**config.mk**
```make
export PLATFORM = sky130hd
export DESIGN_NAME = csr_file
export DESIGN_NICKNAME = d
export VERILOG_FILES = /design/src/rtl/csr_file_pkg.sv /design/src/rtl/csr_sat_counter.sv /design/src/rtl/csr_file.sv
export SDC_FILE = /design/constraint.sdc
export NUM_CORES = 1
export LEC_CHECK = 0
export BUFFER_PORTS_ARGS = -buffer_cell sky130_fd_sc_hd__buf_2
export CAP_MARGIN = 10
export CORE_UTILIZATION = 25
export DETAILED_ROUTE_END_ITERATION = 10
export SKIP_CTS_REPAIR_TIMING = 1
export SLEW_MARGIN = 10
export SYNTH_ARGS = -nofsm -noshare
export SYNTH_HDL_FRONTEND = slang
export SYNTH_SLANG_ARGS = --single-unit
```
**constraint.sdc**
```tcl
create_clock -name clock -period 2.6 [get_ports clock]
set_clock_uncertainty 0.05 [all_clocks]
set_input_delay 0.39 -clock clock [delete_from_list [all_inputs] [get_ports clock]]
set_output_delay 0.39 -clock clock [all_outputs]
set_load 0.05 [all_outputs]
```
**src/rtl/csr_file_pkg.sv**
```systemverilog
// ---------------------------------------------------------------------------
// csr_file_pkg
// Shared definitions for the accelerator control/status register file:
//   - host-interface state encoding
//   - CTRL register bit positions
//   - fixed register indices and helpers that locate the EVENT, SCALAR and
//     pointer regions from the block parameters
// ---------------------------------------------------------------------------
package csr_file_pkg;

  typedef enum logic {
    ST_IDLE = 1'b0,
    ST_READ = 1'b1
  } csr_state_e;

  localparam int CTRL_LAUNCH_BIT = 0;
  localparam int CTRL_DONE_BIT   = 1;
  localparam int CTRL_BUSY_BIT   = 2;
  localparam int CTRL_IRQEN_BIT  = 3;

  localparam int CTRL_IDX   = 0;
  localparam int CYCLES_IDX = 1;

  function automatic int event_base();
    return CYCLES_IDX + 1;
  endfunction

  function automatic int scalar_base(input int num_event);
    return event_base() + num_event;
  endfunction

  // Each pointer occupies two consecutive words: lsb word, then msb word.
  function automatic int ptr_base(input int num_event, input int num_scalar);
    return scalar_base(num_event) + num_scalar;
  endfunction

  function automatic int num_regs(input int num_event, input int num_scalar,
                                  input int num_ptr);
    return ptr_base(num_event, num_scalar) + 2 * num_ptr;
  endfunction

endpackage

```
**src/rtl/csr_sat_counter.sv**
```systemverilog
// ---------------------------------------------------------------------------
// csr_sat_counter
// Saturating up-counter used for the CYCLES and EVENT registers.
// Ports:
//   clock, reset_n : clock and asynchronous active-low reset
//   i_clear        : synchronous clear, wins over i_inc
//   i_inc          : add one this cycle (holds at all-ones)
//   o_count        : current count
// ---------------------------------------------------------------------------
module csr_sat_counter #(
  parameter int WIDTH = 32
) (
  input  logic             clock,
  input  logic             reset_n,
  input  logic             i_clear,
  input  logic             i_inc,
  output logic [WIDTH-1:0] o_count
);

  localparam logic [WIDTH-1:0] ONE = {{(WIDTH-1){1'b0}}, 1'b1};

  logic [WIDTH-1:0] r_count;

  always_ff @(posedge clock or negedge reset_n) begin
    if (!reset_n) begin
      r_count <= '0;
    end else if (i_clear) begin
      r_count <= '0;
    end else if (i_inc && (r_count != {WIDTH{1'b1}})) begin
      r_count <= r_count + ONE;
    end
  end

  assign o_count = r_count;

endmodule

```
**src/rtl/csr_file.sv**
```systemverilog
// ---------------------------------------------------------------------------
// csr_file
// Host-visible register file controlling one accelerator.
// Ports:
//   clock, reset_n      : clock and asynchronous active-low reset
//   host_req_*          : request (valid, opcode 1=write, byte addr, data)
//   host_req_deq        : request consumed this cycle
//   host_resp_*         : one-cycle read response (valid, data, bad address)
//   launch / finish     : start pulse out, done pulse in
//   busy / irq          : accelerator running, level interrupt
//   event_inc           : per-event-counter increment strobes
//   scalar / baddr      : flattened scalar and pointer registers, index 0 LSBs
// ---------------------------------------------------------------------------
module csr_file
  import csr_file_pkg::*;
#(
  parameter int HOST_ADDR_BITS = 8,
  parameter int HOST_DATA_BITS = 32,
  parameter int MEM_ADDR_BITS  = 64,
  parameter int NUM_EVENT      = 2,
  parameter int NUM_SCALAR     = 2,
  parameter int NUM_PTR        = 2
) (
  input  logic                                 clock,
  input  logic                                 reset_n,
  input  logic                                 host_req_valid,
  input  logic                                 host_req_opcode,
  input  logic [HOST_ADDR_BITS-1:0]            host_req_addr,
  input  logic [HOST_DATA_BITS-1:0]            host_req_value,
  output logic                                 host_req_deq,
  output logic                                 host_resp_valid,
  output logic [HOST_DATA_BITS-1:0]            host_resp_bits,
  output logic                                 host_resp_err,
  output logic                                 launch,
  input  logic                                 finish,
  output logic                                 busy,
  output logic                                 irq,
  input  logic [NUM_EVENT-1:0]                 event_inc,
  output logic [NUM_SCALAR*HOST_DATA_BITS-1:0] scalar,
  output logic [NUM_PTR*MEM_ADDR_BITS-1:0]     baddr
);

  localparam int IDX_BITS = HOST_ADDR_BITS - 2;
  localparam int SCL_BASE = scalar_base(NUM_EVENT);
  localparam int PTR_BASE = ptr_base(NUM_EVENT, NUM_SCALAR);
  localparam int NUM_REGS = num_regs(NUM_EVENT, NUM_SCALAR, NUM_PTR);

  csr_state_e r_state, w_state_nxt;

  logic                      w_deq, w_wr, w_rd, w_hit, w_ctrl_wr;
  logic [31:0]               w_idx32;
  logic                      w_launch_go, w_finish_go;
  logic                      w_busy_nxt, w_done_nxt, w_irq_en_nxt;
  logic [HOST_DATA_BITS-1:0] w_rdata;
  logic                      w_rerr;

  logic                      r_busy, r_done, r_irq_en, r_launch, r_irq;
  logic [HOST_DATA_BITS-1:0] r_rdata;
  logic                      r_rerr;
  logic [HOST_DATA_BITS-1:0] r_scalar [NUM_SCALAR];
  logic [HOST_DATA_BITS-1:0] r_ptr    [2*NUM_PTR];
  // Entry 0 is CYCLES, entry 1+j is EVENT[j].
  logic [HOST_DATA_BITS-1:0] w_cnt    [NUM_EVENT+1];

  always_ff @(posedge clock or negedge reset_n) begin
    if (!reset_n) r_state <= ST_IDLE;
    else          r_state <= w_state_nxt;
  end

  always_comb begin
    w_state_nxt = r_state;
    w_deq       = 1'b0;
    case (r_state)
      ST_IDLE: begin
        w_deq = host_req_valid;
        if (host_req_valid && !host_req_opcode) w_state_nxt = ST_READ;
      end
      ST_READ: w_state_nxt = ST_IDLE;
      default: w_state_nxt = ST_IDLE;
    endcase
  end

  assign w_wr = w_deq && host_req_opcode;
  assign w_rd = w_deq && !host_req_opcode;

  // Word index zero-extended to 32 bits so it compares cleanly with ints.
  assign w_idx32 = {{(32-IDX_BITS){1'b0}}, host_req_addr[HOST_ADDR_BITS-1:2]};
  assign w_hit   = (host_req_addr[1:0] == 2'b00) && (w_idx32 < NUM_REGS);

  assign w_ctrl_wr   = w_wr && w_hit && (w_idx32 == CTRL_IDX);
  assign w_launch_go = w_ctrl_wr && host_req_value[CTRL_LAUNCH_BIT] && !r_busy;
  assign w_finish_go = finish && r_busy;

  // A completion in the same cycle as a done write-1-to-clear leaves done set.
  assign w_done_nxt = w_finish_go ? 1'b1 :
                      (w_launch_go || (w_ctrl_wr && host_req_value[CTRL_DONE_BIT])) ? 1'b0 :
                      r_done;
  assign w_busy_nxt   = w_launch_go ? 1'b1 : (w_finish_go ? 1'b0 : r_busy);
  assign w_irq_en_nxt = w_ctrl_wr ? host_req_value[CTRL_IRQEN_BIT] : r_irq_en;

  always_comb begin
    w_rdata = '0;
    w_rerr  = 1'b0;
    if (!w_hit) begin
      w_rerr = 1'b1;
    end else if (w_idx32 == CTRL_IDX) begin
      w_rdata[CTRL_DONE_BIT]  = r_done;
      w_rdata[CTRL_BUSY_BIT]  = r_busy;
      w_rdata[CTRL_IRQEN_BIT] = r_irq_en;
    end else begin
      for (int k = 0; k <= NUM_EVENT; k++)
        if (w_idx32 == CYCLES_IDX + k) w_rdata = w_cnt[k];
      for (int k = 0; k < NUM_SCALAR; k++)
        if (w_idx32 == SCL_BASE + k) w_rdata = r_scalar[k];
      for (int k = 0; k < 2*NUM_PTR; k++)
        if (w_idx32 == PTR_BASE + k) w_rdata = r_ptr[k];
    end
  end

  // irq is registered from the next-state values so it always equals done & irq_en.
  always_ff @(posedge clock or negedge reset_n) begin
    if (!reset_n) begin
      r_busy   <= 1'b0;
      r_done   <= 1'b0;
      r_irq_en <= 1'b0;
      r_launch <= 1'b0;
      r_irq    <= 1'b0;
      r_rdata  <= '0;
      r_rerr   <= 1'b0;
    end else begin
      r_busy   <= w_busy_nxt;
      r_done   <= w_done_nxt;
      r_irq_en <= w_irq_en_nxt;
      r_launch <= w_launch_go;
      r_irq    <= w_done_nxt & w_irq_en_nxt;
      if (w_rd) begin
        r_rdata <= w_rdata;
        r_rerr  <= w_rerr;
      end
    end
  end

  always_ff @(posedge clock or negedge reset_n) begin
    if (!reset_n) begin
      for (int k = 0; k < NUM_SCALAR; k++) r_scalar[k] <= '0;
      for (int k = 0; k < 2*NUM_PTR; k++)  r_ptr[k]    <= '0;
    end else if (w_wr && w_hit) begin
      for (int k = 0; k < NUM_SCALAR; k++)
        if (w_idx32 == SCL_BASE + k) r_scalar[k] <= host_req_value;
      for (int k = 0; k < 2*NUM_PTR; k++)
        if (w_idx32 == PTR_BASE + k) r_ptr[k] <= host_req_value;
    end
  end

  for (genvar g = 0; g <= NUM_EVENT; g++) begin : g_cnt
    logic w_inc;
    if (g == 0) begin : g_cycles
      assign w_inc = r_busy;
    end else begin : g_event
      assign w_inc = event_inc[g-1] & r_busy;
    end
    csr_sat_counter #(.WIDTH(HOST_DATA_BITS)) u_cnt (
      .clock   (clock),
      .reset_n (reset_n),
      .i_clear (w_launch_go),
      .i_inc   (w_inc),
      .o_count (w_cnt[g])
    );
  end

  for (genvar g = 0; g < NUM_SCALAR; g++) begin : g_scalar
    assign scalar[g*HOST_DATA_BITS +: HOST_DATA_BITS] = r_scalar[g];
  end

  for (genvar g = 0; g < NUM_PTR; g++) begin : g_ptr
    assign baddr[g*MEM_ADDR_BITS +: MEM_ADDR_BITS] = {r_ptr[2*g+1], r_ptr[2*g]};
  end

  assign host_req_deq    = w_deq;
  assign host_resp_valid = (r_state == ST_READ);
  assign host_resp_bits  = r_rdata;
  assign host_resp_err   = r_rerr;
  assign launch          = r_launch;
  assign busy            = r_busy;
  assign irq             = r_irq;

endmodule

```
After elaboration in Yosys (flattened, before gate mapping)

Cells that the tools add are included.

Output and inout bits: 230
Register bits: 327
Input bits: 47
Word-level logic and storage cells: 93

Bitwise logic cells: 4
$add $sub $neg: 3
Multiplexer cells: 28
Order comparisons: 1
Reductions and logical operators: 28
Equal/unequal tests: 12

Operators with widths:

| kind                  | number |
|---|---|
| $mux 32               | 16 |
| $add 32x1->32 const B | 3 |
| $ne 32x32->1 const B  | 3 |
| $logic_not 32->1      | 1 |
| $mux 28               | 1 |
| $eq 6x3->1 const B    | 4 |
| $logic_and 1x1->1     | 13 |
| $eq 6x2->1 const B    | 2 |
| $eq 6x4->1 const B    | 2 |
| $reduce_and 2->1      | 6 |
| $mux 1                | 9 |
| $reduce_bool 2->1     | 4 |
| $eq 6x1->1 const B    | 1 |
| $lt 6x4->1 const B    | 1 |
| $and 1x1->1           | 3 |
| $mux 3                | 1 |
| $logic_not 1->1       | 2 |
| $logic_not 2->1       | 1 |
| $pmux 1 s2            | 1 |
| $logic_or 1x1->1      | 1 |
| $not 1->1             | 1 |

Longest topological paths before layout

Depth after elaboration: 12
Mapped depth: 10

Hierarchy

Synthesis repeated with hierarchy kept, for this count alone.

Cell total of the unflattened synthesis: 1512
Area, all modules: 16741.1 µm²

Modules (own cells, without submodules):

| module          | sequential area each (µm²) | cells each | instances | area each (µm²) |
|---|---|---|---|---|
| csr_file        | 5780.5                     | 930        | 1         | 11309.6 |
| csr_sat_counter | 800.8                      | 194        | 3         | 1810.5 |

Worst setup path after synthesis

OpenSTA, ideal clock, no wires.

Kind: flip-flop to flip-flop
Start point: register r_state, in the netlist host_resp_valid
End point: register r_rdata[20], in the netlist host_resp_bits[20]
Buffers on the path: 3
Cell stages (with the launch flop): 11
Required time: 2455 ps
Setup slack: -384 ps
Setup time: 95 ps
Period minus slack after synthesis: 2984 ps
Data arrival time: 2839 ps
Cells stage by stage: dfrtp_1 nor2b_1 nand2b_1 clkbuf_1 inv_1 nand3_1 nor2_1 clkbuf_1 clkbuf_1 a22oi_1 o31ai_1

Longest elaborated chain between the ends: 2

RTL lines:

| element                  | RTL line        | text |
|---|---|---|
| start: declaration       | csr_file.sv:48  | `csr_state_e r_state, w_state_nxt;` |
| start signal: assignment | csr_file.sv:67  | `else r_state <= w_state_nxt;` |
| $mux 1                   | csr_file.sv:73  | `case (r_state)` |
| via host_req_deq         | csr_file.sv:30  | `output logic host_req_deq,` |
| $logic_and 1x1->1        | csr_file.sv:84  | `assign w_rd = w_deq && !host_req_opcode;` |
| end signal: assignment   | csr_file.sv:137 | `r_rdata <= w_rdata;` |
| end: declaration         | csr_file.sv:58  | `logic [HOST_DATA_BITS-1:0] r_rdata;` |

The timed path passes the listed nets, and every way through them passes these cells.
A chain may end at the register's enable or synchronous reset.

Worst setup path after layout

Start point: register g_cnt[0].u_cnt.r_count[9]
End point: register g_cnt[0].u_cnt.r_count[17]

Longest elaborated chain between the ends: 3
Elaborated cells between the ends (all ways): 6
Classes of those cells: 1 x add/sub; 1 x eq/ne; 2 x mux; 2 x reduce/logical

RTL lines:

| element                                       | RTL line                                     | text |
|---|---|---|
| start: declaration                            | csr_sat_counter.sv:22                        | `logic [WIDTH-1:0] r_count;` |
| start signal: assignment                      | csr_sat_counter.sv:30                        | `r_count <= r_count + ONE;` |
| $add 32x1->32 or $ne 32x32->1 (tied branches) | csr_sat_counter.sv:30, csr_sat_counter.sv:29 |  |
| $mux 32 or $logic_and 1x1->1 (tied branches)  | csr_sat_counter.sv:29                        | `end else if (i_inc && (r_count != {WIDTH{1'b1}})) begin` |
| $mux 32 or $reduce_bool 2->1 (tied branches)  | --                                           |  |

Several ways; a longest one is shown, not always the timed one. The select of a mux whose other input is x is not followed.

==> out/qor_table.md <==
| Step | Metric | Reported |
|:---|:---|:---|
| sta | Worst setup slack after layout | 0.1383 ns |
| final layout | Top library cells by usage in the layout, fill and taps aside | 327 x sky130_fd_sc_hd__dfrtp_1, 274 x sky130_fd_sc_hd__buf_2, 195 x sky130_fd_sc_hd__mux2_2 |
| pwr | Relative contribution of sequential cells to total power | 46.6% |
| pwr | Clock network fraction of total power | 48.1% |
| outcome | Result of the run | completed |
| floorplanning | Core outline area | 0.06354 mm² |
| grt | Total gr overflow | 0 |
| synthesis | Flops & latches, synth | 327 |
| sta | Count of final setup violators | 0 |
| synthesis | Number of instances in the synthesized netlist | 1475 |
| floorplanning | Starting density of the core | 25.50% |
| floorplanning | Die Wd | 256.6 µm |
| grt | First-pass GRT wire length | 88.66 mm |
| routing | Residual DRC | 0 |
| floorplanning | Std-Cell Rows | 92 |
| routing | Post-detailed-routing wire length | 58.09 mm |
| synthesis | Post-synth EDFFs | 0 |
| synthesis | Synthesized area per cell | 10.98 µm² |
| critical path | CP max FO | 12 |
| grt | Antenna violations before repair | 1 |
| pwr | Combinational group share of total power | 5.2% |
| synthesis | Sequential fraction of the synthesis area | 50.51% |
| clock network | CTS tree | done |
| final layout | Synthesis-to-finish area growth | 25.87% |
| clock network | Number of sinks driven by the clock tree | 327 |
| grt | Gr usage total | 17.29% |
| sta | Setup TNS | 0 ns |
| synthesis | Count of unique library cells instantiated by Yosys | 59 |
| routing | Average via count per standard cell | 5.373 |
| sta | Worst Max-Slew Pin Slew | 0.6813 ns |
| placement | Last weighted congestion value of the routability-driven placer | 0.8792 |
| critical path | Worst Setup End Kind | flip-flop |
| placement | Number of buffers added on ports | 276 |
| routing | Wire length per cell after detailed routing | 21.96 µm |
| sta | Part of the cycle the worst path needs | 94.68% |
| critical path | Crit Path Class | flip-flop to flip-flop |
| pwr | Internal power summed over all cells | 8.419 mW |
| clock network | Clock root buffer master | sky130_fd_sc_hd__clkbuf_16 |
| routing | Antenna-violating nets left | 0 |
| clock network | Clock buffer count from CTS | 38 |
| final layout | Antenna cell count | 0 |
| hold path | Worst Hold Launch | host_req_value[21] |
| grt | Via count of the first global-routing pass | 13977 |
| final layout | Post-layout instance area | 0.02039 mm² |
| grt | Largest net degree at the start of global routing | 66 |
| routing | Count of vias placed by the detailed router | 14211 |
| final layout | Fraction of layout instances using a drive strength above 1 | 35.46% |
| pwr | Switching share of power | 24.12% |
| clock network | Clock Path Buffers | 3 |
| final layout | Post-layout net count | 1824 |
| clock network | Number of H-tree levels | 2 |
| critical path | Startpoint Class | flip-flop |
| sta | Pins Over Slew Limit | 0 |
| critical path | Critical path startpoint | g_cnt[0].u_cnt.o_count[9]$_DFFE_PN0P_ |
| critical path | CP Data Required Time | 3.03 ns |
| synthesis | Biggest area consumer among synthesized cells | sky130_fd_sc_hd__dfrtp_1 |
| final layout | Most common cell after layout, fill and taps aside | sky130_fd_sc_hd__dfrtp_1 |
| floorplanning | I/O Pins | 277 |
| placement | Post-placement worst setup slack | 0.1583 ns |
| pwr | Worst voltage drop across the vdd grid | 0.4051 mV |
| routing | First drt pass iteration count | 8 |
| sta | Peak clock frequency supported by timing | 0.4062 GHz |
| synthesis | Netlist Area Pre-Place | 0.01620 mm² |
| synthesis | Async set or reset register ratio after synthesis | 100.0% |
| floorplanning | Die extent in y | 256.6 µm |
| routing | Number of violations reported at the end of detailed-routing iteration 0 | 1467 |
| sta | Total count of hold-check failures in the final report | 0 |
| synthesis | Fraction of synthesized cell area taken by the top area cell type | 50.51% |
| synthesis | Post-synth top flop | sky130_fd_sc_hd__dfrtp_1 |
| sta | Worst hold slack across all endpoints | 0.09154 ns |
| sta | Unrepaired setup endpoints after global routing | false |
| placement | Total cell area at the placement stage | 0.01915 mm² |
| critical path | Origin of the critical flop-to-flop path | g_cnt[0].u_cnt.o_count[9]$_DFFE_PN0P_ |
| run | Number of violations of the max-capacitance limit | 0 |
| floorplanning | Die area | 0.06582 mm² |
| placement | Post-DP HPWL | 41.24 mm |
| pwr | Sw power | 2.676 mW |
| hold path | Hold Crit Class | primary input to flip-flop |
| synthesis | Total nets after synthesis | 1525 |
| synthesis | Count of synthesis-stage warnings from yosys | 0 |
| synthesis | Most area-consuming cells after synthesis | sky130_fd_sc_hd__dfrtp_1 51%, sky130_fd_sc_hd__mux2_2 14%, sky130_fd_sc_hd__o31ai_1 2.5% |
| critical path | Arrival time of the worst setup path | 2.89 ns |
| clock network | Clock latency of the later-clocked register in the worst-skew pair | 0.56 ns |
| sta | Slew Limit Headroom | 54.00% |
| pwr | Leakage power total | 9.543 nW |
| clock network | Clk pin slew, worst setup/hold paths | 0.06 ns |
| pwr | Total power per unit cell area | 544.1 mW/mm² |
| sta | Shortest clock period the worst path allows after layout | 2.462 ns |
[power by group through the flow]
stage / sequential [mW] / combinational (mW) / clock [mW]
6_report: 5.17 / 0.582 / 5.34
3_3_place_gp: 5.26 / 0.569 / 0
3_5_place_dp: 5.26 / 0.580 / 0
5_1_grt: 5.17 / 0.632 / 5.67
2_1_floorplan: 5.31 / 0.191 / 0
4_1_cts: 5.17 / 0.583 / 5.45
[sequential cells by signal, summed over array words and instances (netlist names)]
name	cells
g_cnt.u_cnt.o_count	96
host_resp_valid	1
baddr	128
host_resp_bits	32
busy	1
host_resp_err	1
scalar	64
r_irq_en	1
launch	1
r_done	1
irq	1
[Yosys cell counts (6+ instances only)]
library cell and number:
sky130_fd_sc_hd__dfrtp_1 327, sky130_fd_sc_hd__mux2_2 195, sky130_fd_sc_hd__a21oi_1 77, sky130_fd_sc_hd__nand2_1 75, sky130_fd_sc_hd__clkbuf_1 68, sky130_fd_sc_hd__nor2_1 66
sky130_fd_sc_hd__o31ai_1 54, sky130_fd_sc_hd__nand3_1 46, sky130_fd_sc_hd__nor3_1 42, sky130_fd_sc_hd__mux2i_1 36, sky130_fd_sc_hd__o21ai_0 36, sky130_fd_sc_hd__nand4_1 33
sky130_fd_sc_hd__a211oi_1 32, sky130_fd_sc_hd__o22ai_1 32, sky130_fd_sc_hd__a22oi_1 31, sky130_fd_sc_hd__a22o_1 30, sky130_fd_sc_hd__o2bb2ai_1 30, sky130_fd_sc_hd__or4_1 30
sky130_fd_sc_hd__or3_1 29, sky130_fd_sc_hd__buf_2 26, sky130_fd_sc_hd__o211ai_1 25, sky130_fd_sc_hd__and2_1 15, sky130_fd_sc_hd__nor4_1 15, sky130_fd_sc_hd__and4_1 14
sky130_fd_sc_hd__and3_1 12, sky130_fd_sc_hd__inv_1 11, sky130_fd_sc_hd__nand2b_1 11, sky130_fd_sc_hd__xnor2_1 8, sky130_fd_sc_hd__buf_1 7, sky130_fd_sc_hd__nor2b_1 6
sky130_fd_sc_hd__o21a_1 6
[cells by family after synthesis]
group                      share of synthesized area [%]
and+or+nand+nor                                    13.66
AOI/OAI and AO/OA                                  16.30
DFF                                                50.51
muxes                                              15.78
buffers and inverters                              2.865
xor gates and xnor gates                          0.6487
adders and majority gates                         0.2317
[layout make-up]
type | count | area, µm²
Fill cell | 6454 | 43150
Sequential cell | 327 | 8183
Multi-Input combinational cell | 1035 | 7624
Timing Repair Buffer | 361 | 2262
Clock buffer | 53 | 1087
Tap cell | 846 | 1059
Clock inverter | 12 | 136.4
Inverter | 11 | 41.29
[worst max-delay path, stage by stage, from the launching register on]
cell	delay [ns]
sky130_fd_sc_hd__dfrtp_1	0.46
sky130_fd_sc_hd__nand4_2	0.18
sky130_fd_sc_hd__or4_4	0.66
sky130_fd_sc_hd__nor3_1	0.55
sky130_fd_sc_hd__buf_4	0.26
sky130_fd_sc_hd__o21ai_0	0.09
sky130_fd_sc_hd__a21oi_1	0.14
[path summary, 6_finish.rpt]
check | endpoint | slack, ns | cells past startpoint
worst min register to register | host_resp_err$_DFFE_PN0P_ | 0.45 | 1
worst max register to register | g_cnt[0].u_cnt.o_count[17]$_DFFE_PN0P_ | 0.14 | 6
worst min-delay path | baddr[53]$_DFFE_PN0P_ | 0.09 | 2
min in group asynchronous | baddr[57]$_DFFE_PN0P_ | 0.36 | 2
max in group asynchronous | scalar[2]$_DFFE_PN0P_ | 1.31 | 3
worst max-delay path | g_cnt[0].u_cnt.o_count[17]$_DFFE_PN0P_ | 0.14 | 6
[metal layers]
layer / global-route usage [%] / wire length (µm)
met1: 23.00 / 24980
met2: 28.12 / 27530
met3: 3.302 / 4051
met4: 5.622 / 1528
met5: 0 / 0
[stage by stage]
stage,power (mW),cells,utilization (%)
3_3_place_gp,5.828,2578,30.14
5_1_grt,11.48,2645,32.09
6_report,11.09,2645,32.09
2_1_floorplan,5.502,1475,-
3_5_place_dp,5.843,2578,30.14
4_1_cts,11.20,2643,32.06
Power figures use the tool's default switching activity.
